===== src/rtl/fc_tile_sequencer.sv =====
// fc_tile_sequencer
//   Job-level controller for the tiled fully-connected datapath. A job loads
//   one IFM vector into the buffer, then for each of NUM_TILES tiles replays
//   the buffer through the PE array, waits out the PE pipeline, captures the
//   psums and serialises the TILING_SIZE outputs over a valid/ready handshake.
//
// Ports
//   clk, rst_n          clock, asynchronous active-low reset
//   start / busy / done host job interface (start sampled only in IDLE)
//   ifm_valid, ifm_read IFM word handshake during LOAD
//   buf_wr_en/rd_en     IFM buffer write / read strobes
//   buf_wr_clr/rd_clr   IFM buffer pointer clears
//   wgt_read            pop one TILING_SIZE-wide weight word
//   set_reg, psum_clr   PE accumulate enable / zero psum_in on first step
//   set_output          load capture registers from psum_out
//   out_sel, valid_data output mux select and valid toward downstream
//   out_ready           downstream accepts the selected output
//   tile_idx, acc_idx   current tile / position within LOAD or COMPUTE
module fc_tile_sequencer #(
  parameter int unsigned IFM_SIZE    = 9162,
  parameter int unsigned KERNEL_SIZE = 4096,
  parameter int unsigned TILING_SIZE = 8,
  parameter int unsigned PIPE_LAT    = 1,
  parameter int unsigned CNT_WIDTH   = 16,
  localparam int unsigned SEL_W      = $clog2(TILING_SIZE)
) (
  input  logic                 clk,
  input  logic                 rst_n,
  input  logic                 start,
  output logic                 busy,
  output logic                 done,
  input  logic                 ifm_valid,
  output logic                 ifm_read,
  output logic                 buf_wr_en,
  output logic                 buf_rd_en,
  output logic                 buf_wr_clr,
  output logic                 buf_rd_clr,
  output logic                 wgt_read,
  output logic                 set_reg,
  output logic                 psum_clr,
  output logic                 set_output,
  output logic [SEL_W-1:0]     out_sel,
  output logic                 valid_data,
  input  logic                 out_ready,
  output logic [CNT_WIDTH-1:0] tile_idx,
  output logic [CNT_WIDTH-1:0] acc_idx
);

  localparam int unsigned NUM_TILES = KERNEL_SIZE / TILING_SIZE;
  localparam int unsigned FL_W      = (PIPE_LAT > 1) ? $clog2(PIPE_LAT) : 1;

  localparam logic [CNT_WIDTH-1:0] ACC_LAST  = CNT_WIDTH'(IFM_SIZE - 1);
  localparam logic [CNT_WIDTH-1:0] TILE_LAST = CNT_WIDTH'(NUM_TILES - 1);
  localparam logic [SEL_W-1:0]     SEL_LAST  = SEL_W'(TILING_SIZE - 1);
  localparam logic [FL_W-1:0]      FL_LAST   = FL_W'(PIPE_LAT - 1);

  localparam logic [2:0] S_IDLE    = 3'd0;
  localparam logic [2:0] S_LOAD    = 3'd1;
  localparam logic [2:0] S_COMPUTE = 3'd2;
  localparam logic [2:0] S_FLUSH   = 3'd3;
  localparam logic [2:0] S_CAPTURE = 3'd4;
  localparam logic [2:0] S_DRAIN   = 3'd5;
  localparam logic [2:0] S_DONE    = 3'd6;

  logic [2:0]           state_q, state_d;
  logic [CNT_WIDTH-1:0] acc_q,   acc_d;
  logic [CNT_WIDTH-1:0] tile_q,  tile_d;
  logic [SEL_W-1:0]     sel_q,   sel_d;
  logic [FL_W-1:0]      flush_q, flush_d;

  always_comb begin
    state_d = state_q;
    acc_d   = acc_q;
    tile_d  = tile_q;
    sel_d   = sel_q;
    flush_d = flush_q;
    case (state_q)
      S_IDLE: begin
        if (start) begin
          acc_d   = '0;
          tile_d  = '0;
          state_d = S_LOAD;
        end
      end
      S_LOAD: begin
        // Counter advances only on accepted words; stalls hold everything.
        if (ifm_valid) begin
          if (acc_q == ACC_LAST) begin
            acc_d   = '0;
            state_d = S_COMPUTE;
          end else begin
            acc_d = acc_q + CNT_WIDTH'(1);
          end
        end
      end
      S_COMPUTE: begin
        if (acc_q == ACC_LAST) begin
          acc_d   = '0;
          flush_d = '0;
          state_d = S_FLUSH;
        end else begin
          acc_d = acc_q + CNT_WIDTH'(1);
        end
      end
      S_FLUSH: begin
        // Separate counter so acc_idx stays at 0 ready for the next tile.
        if (flush_q == FL_LAST) begin
          state_d = S_CAPTURE;
        end else begin
          flush_d = flush_q + FL_W'(1);
        end
      end
      S_CAPTURE: begin
        sel_d   = '0;
        acc_d   = '0;
        state_d = S_DRAIN;
      end
      S_DRAIN: begin
        if (out_ready) begin
          if (sel_q == SEL_LAST) begin
            // Explicit wrap keeps non-power-of-two TILING_SIZE correct.
            sel_d = '0;
            if (tile_q == TILE_LAST) begin
              state_d = S_DONE;
            end else begin
              tile_d  = tile_q + CNT_WIDTH'(1);
              state_d = S_COMPUTE;
            end
          end else begin
            sel_d = sel_q + SEL_W'(1);
          end
        end
      end
      S_DONE: begin
        state_d = S_IDLE;
      end
      default: begin
        state_d = S_IDLE;
      end
    endcase
  end

  always_ff @(posedge clk or negedge rst_n) begin
    if (!rst_n) begin
      state_q <= S_IDLE;
      acc_q   <= '0;
      tile_q  <= '0;
      sel_q   <= '0;
      flush_q <= '0;
    end else begin
      state_q <= state_d;
      acc_q   <= acc_d;
      tile_q  <= tile_d;
      sel_q   <= sel_d;
      flush_q <= flush_d;
    end
  end

  // Output decode. buf_wr_en and buf_wr_clr also look at the live inputs so
  // the accepted word and the pointer clear land in the same cycle.
  assign busy       = (state_q != S_IDLE);
  assign done       = (state_q == S_DONE);
  assign ifm_read   = (state_q == S_LOAD);
  assign buf_wr_en  = ifm_valid & (state_q == S_LOAD);
  assign buf_wr_clr = start & (state_q == S_IDLE);
  assign buf_rd_en  = (state_q == S_COMPUTE);
  assign wgt_read   = (state_q == S_COMPUTE);
  assign set_reg    = (state_q == S_COMPUTE);
  assign psum_clr   = (state_q == S_COMPUTE) & (acc_q == '0);
  assign set_output = (state_q == S_CAPTURE);
  assign buf_rd_clr = (state_q == S_CAPTURE);
  assign valid_data = (state_q == S_DRAIN);
  assign out_sel    = sel_q;
  assign tile_idx   = tile_q;
  assign acc_idx    = acc_q;

endmodule


===== config.mk =====
export PLATFORM = sky130hd
export DESIGN_NAME = fc_tile_sequencer
export DESIGN_NICKNAME = d
export VERILOG_FILES = /design/src/rtl/fc_tile_sequencer.sv
export SDC_FILE = /design/constraint.sdc
export NUM_CORES = 1
export LEC_CHECK = 0
export CAP_MARGIN = 20
export CELL_PAD_IN_SITES_DETAIL_PLACEMENT = 1
export CELL_PAD_IN_SITES_GLOBAL_PLACEMENT = 1
export CORE_MARGIN = 4
export CORE_UTILIZATION = 37
export DETAILED_ROUTE_END_ITERATION = 10
export HOLD_SLACK_MARGIN = 0.15
export PLACE_DENSITY_LB_ADDON = 0.15
export SYNTH_ARGS = -nofsm -noshare
export SYNTH_HDL_FRONTEND = slang
export SYNTH_SLANG_ARGS = --single-unit

===== constraint.sdc =====
create_clock -name clk -period 2.5 [get_ports clk]
set_clock_uncertainty 0.2 [all_clocks]
set_input_delay 0.5 -clock clk [delete_from_list [all_inputs] [get_ports clk]]
set_output_delay 0.5 -clock clk [all_outputs]
set_load 0.005 [all_outputs]

==> metrics list, run 1 <==
* Routed wire per std cell: 17.39 um
- The pre-antenna-repair detailed-routing pass consisted of 4 iterations.
- Library cell with the largest summed area after synthesis: sky130_fd_sc_hd__dfrtp_1
- Number of synthesized flops with an enable pin: 0
* Detailed-route via count: about 2500
- The setup path with the least slack is of type reg -> out.
* Initial antenna violation count: 0
* Quantity of I/O buffers inserted on ports: 51
* Die ar.: between 7000 and 8000 um2
* Gate Count Post-Synth: 289
- Number of sinks on the clock net: 38
- Post-synthesis cell area: approximately 2400 um2
- Number of primary I/O pins: 52
- Distinct cell type count of the synthesized netlist: 44
- Clock-pin slew was measured on the worst setup and hold paths at 0.09 ns.
- Total congestion overflow after global routing: 0
- Nature of the critical path endpoint: output port
- CTS H-tree lvls: 2
- The final layout contains routed wiring with a total length of approximately 7700 um.
- The flow ran to the end, and the final reports show no timing, DRC or antenna violations.
- Clock tree synthesis selected as its root buffer the cell sky130_fd_sc_hd__clkbuf_8.
- After detailed routing, the number of remaining DRC violations is 0.
- Across the VDD grid, the largest voltage drop is around 0.00045 V.
- Dominant cells by area after synthesis: sky130_fd_sc_hd__dfrtp_1 (40%), sky130_fd_sc_hd__o21ai_0 (7.9%), sky130_fd_sc_hd__nand2_1 (4.2%), sky130_fd_sc_hd__nand4_1 (3.9%), sky130_fd_sc_hd__ha_1 (3.1%)
- Final setup violating endpoints: 0
- Dividing total power by cell area gives a power density of approximately 800 nW/um2.
- Footprint of the flip-flops and latches: 950.9 um2
- Synthesis produced a netlist with a net count of 300.
- Routability congestion estimate: approximately 0.8
- Area of the core: 6314 um2
- The worst path in the final design needs a cycle of 2.418 ns, including I/O delays and setup.
- Cells with a size suffix above 1 make up 18.68% of the layout.
* Synth Area per Inst: about 8.3 um2
* Final core utilization: 53.39%
- Summed over all cells, the static leakage comes to 1.443 nW.
- Achievable Freq: approximately 410 MHz
- In this run, the number of DRC markers left after iteration 0 of detailed routing was 132.
- Post-Place Cells: 430
* Net count reported at finish: between 300 and 400
- Counting the buffers created by CTS gives 5.
* Post-layout instance count excluding filler cells: 441
- For this run, the register share of the synthesized area comes to 39.62%.
- Routed via count divided by cell count: 5.667
- Of all nets on the critical path, the largest fanout is 20.
* Post-synth top flop: sky130_fd_sc_hd__dfrtp_1
- The count of nets left with antenna violations once routing finished came out at 0.
- RSZ-0062 raised after global routing: yes
- Vias in the first global route: 2571
- Proportion of netlist area held by the largest area contributor: 39.62%
- Power comes to 0.002694 W.
- GR Util All Layers: 21.09%
* Max-cap violations: 0
- Chip height: 88.54 um
- Critical path required time: 1.80 ns
* Endpoints failing hold: 0
- Multi-input gate area in the final layout: 1350 um2
- Slew HR: 46.53%
* Async set-or-reset flop fraction in the synthesized netlist: 100.0%
- The first global-routing pass estimated 12990 um of wire.
- Arrival time at the worst endpoint: 1.72 ns
* Starting Density: 38.01%
- The floorplan has 29 rows.
* Insertion delay of the later-clocked pin in the worst-skew pair: around 0.30 ns
- In this run the horizontal extent of the chip is 88.54 um.
- Number of slew-limit violations in the final report: 0
- Period utilisation layout: 96.74%
- In this run, synthesis produced a sequential element count of 38.
- CTS tree: done
- Detailed placement ended at an HPWL of 5474 um.
- The area growth from synthesis to layout is 40.46%.
- Least-Margin Pin Slew: roughly 0.8 ns
- Entering global routing, the biggest net connects 39 pins.
- The worst hold path belongs to the class reg -> reg.
- Bufs on Longest Clock Path: 2
- Commonest cells after routing, fill and taps aside: sky130_fd_sc_hd__clkdlybuf4s50_1 (48), sky130_fd_sc_hd__o21ai_0 (38), sky130_fd_sc_hd__dfrtp_1 (38), sky130_fd_sc_hd__buf_4 (35), sky130_fd_sc_hd__nand2_1 (26)
* Diode insertion count for antenna repair: 0
- Sort of element at the start of the critical path: register
- Total number of yosys warnings: 0
* Leading cell type in the layout, fill and taps excluded: sky130_fd_sc_hd__clkdlybuf4s50_1
- The layout has 771 filler cells.
[power by group]
group	switching, W	internal (W)	leakage, nW	total, W
Clock	0.000245	0.000400	0.0683	0.000645
Combinational	0.000688	0.000597	0.869	0.00129
Sequential	0.0000762	0.000688	0.506	0.000764
Total	0.00101	0.00169	1.44	0.00269
[cells in the mapped netlist, types with 5 or more instances]
cell type / n
sky130_fd_sc_hd__dfrtp_1: 38
sky130_fd_sc_hd__o21ai_0: 38
sky130_fd_sc_hd__nand2_1: 27
sky130_fd_sc_hd__nor2_1: 19
sky130_fd_sc_hd__nand4_1: 15
sky130_fd_sc_hd__nand3_1: 14
sky130_fd_sc_hd__nor3_1: 13
sky130_fd_sc_hd__a31oi_1: 11
sky130_fd_sc_hd__clkbuf_1: 11
sky130_fd_sc_hd__inv_1: 10
sky130_fd_sc_hd__o21ai_1: 10
sky130_fd_sc_hd__a21oi_1: 9
sky130_fd_sc_hd__ha_1: 6
sky130_fd_sc_hd__and3_1: 5
sky130_fd_sc_hd__buf_2: 5
sky130_fd_sc_hd__nand2b_1: 5
[repair_timing]
| action | CTS | global route |
|---|---|---|
| pin swaps | 0 | 3 |
| hold buffers | 1 | 0 |
| resized for setup | 3 | 19 |
| setup buffers | 0 | 2 |
| endpoints found under the setup margin | 1 | 8 |
| endpoints found under the hold margin | 38 | 0 |
[kinds of logic after synthesis]
kind of cell / Yosys count / share of synthesized area, %
AND/OR/NAND/NOR: 121 / 27.27
flip-flops: 38 / 39.62
AO/OA/AOI/OAI: 90 / 22.47
adder cells (fa/ha/maj): 6 / 3.128
multiplexers: 2 / 0.8342
buffers and inverters: 32 / 6.673
[registers in the layout, indices dropped and copies added (netlist names)]
signal	count
tile_idx	16
state_q	3
acc_idx	16
out_sel	3
[cell type report]
type | instances | area share, %
multi-input combinational | 219 | 40.05
sequential | 38 | 28.21
timing repair buffer | 89 | 23.68
tap | 77 | 2.858
clock buffer | 5 | 2.042
clock inverter | 3 | 2.042
inverter | 10 | 1.114
[worst paths after layout]
path / slack [ns] / endpoint / cells past startpoint / startpoint
worst max-delay path: 0.08 / buf_wr_clr / 4 / state_q[0]
worst min-delay path: 0.32 / tile_idx[15] / 1 / tile_idx[15]
worst max register to register: 0.20 / acc_idx[8] / 9 / acc_idx[1]
worst min register to register: 0.32 / tile_idx[15] / 1 / tile_idx[15]
max in group asynchronous: 1.15 / acc_idx[9] / 3 / rst_n
min in group asynchronous: 0.59 / state_q[0] / 3 / rst_n
[per-stage QoR]
| step | area (um2) | setup WS [ns] | setup TNS (ns) | hold WS (ns) |
|---|---|---|---|---|
| global placement | 3142 | -0.06224 | -0.06224 | 0.3010 |
| global route | 3371 | -0.01903 | -0.01903 | 0.3599 |
| detailed placement | 3142 | -0.04856 | -0.1611 | 0.3050 |
| CTS | 3301 | 0.004310 | 0 | 0.3231 |
| finish | 3371 | 0.08158 | 0 | 0.3218 |
| floorplan | 2400 | 0.4646 | 0 | 0.004409 |
[metal layers]
metal / wire length [um] / share of wire [%] / vias to the layer above / global-route usage, %
li1: - / - / 1211 / -
met1: 3519 / 46 / 1236 / 29.02
met2: 3886 / 51 / 46 / 35.08
met3: 201 / 2.6 / 6 / 3.259
met4: 59 / 0.77 / 0 / 4.670
met5: 0 / 0 / - / 0
[critical path, stage by stage (launching register included)]
cell and delay, ns:
sky130_fd_sc_hd__dfrtp_1 0.42, sky130_fd_sc_hd__buf_6 0.18, sky130_fd_sc_hd__nand2b_1 0.17, sky130_fd_sc_hd__nor3_1 0.13, sky130_fd_sc_hd__clkdlybuf4s50_1 0.52
No activity file was read; power rests on OpenSTA's default activity.
==> run 2, diff against run 1 <==
--- a/config.mk
+++ b/config.mk
@@ -11,6 +11,7 @@
 export CORE_MARGIN = 4
 export CORE_UTILIZATION = 37
 export DETAILED_ROUTE_END_ITERATION = 10
+export GPL_ROUTABILITY_DRIVEN = 0
 export HOLD_SLACK_MARGIN = 0.15
 export PLACE_DENSITY_LB_ADDON = 0.15
 export SYNTH_ARGS = -nofsm -noshare
==> results of run 2 <==
No change in the layout: final DEF, timing and power equal those of run 1.
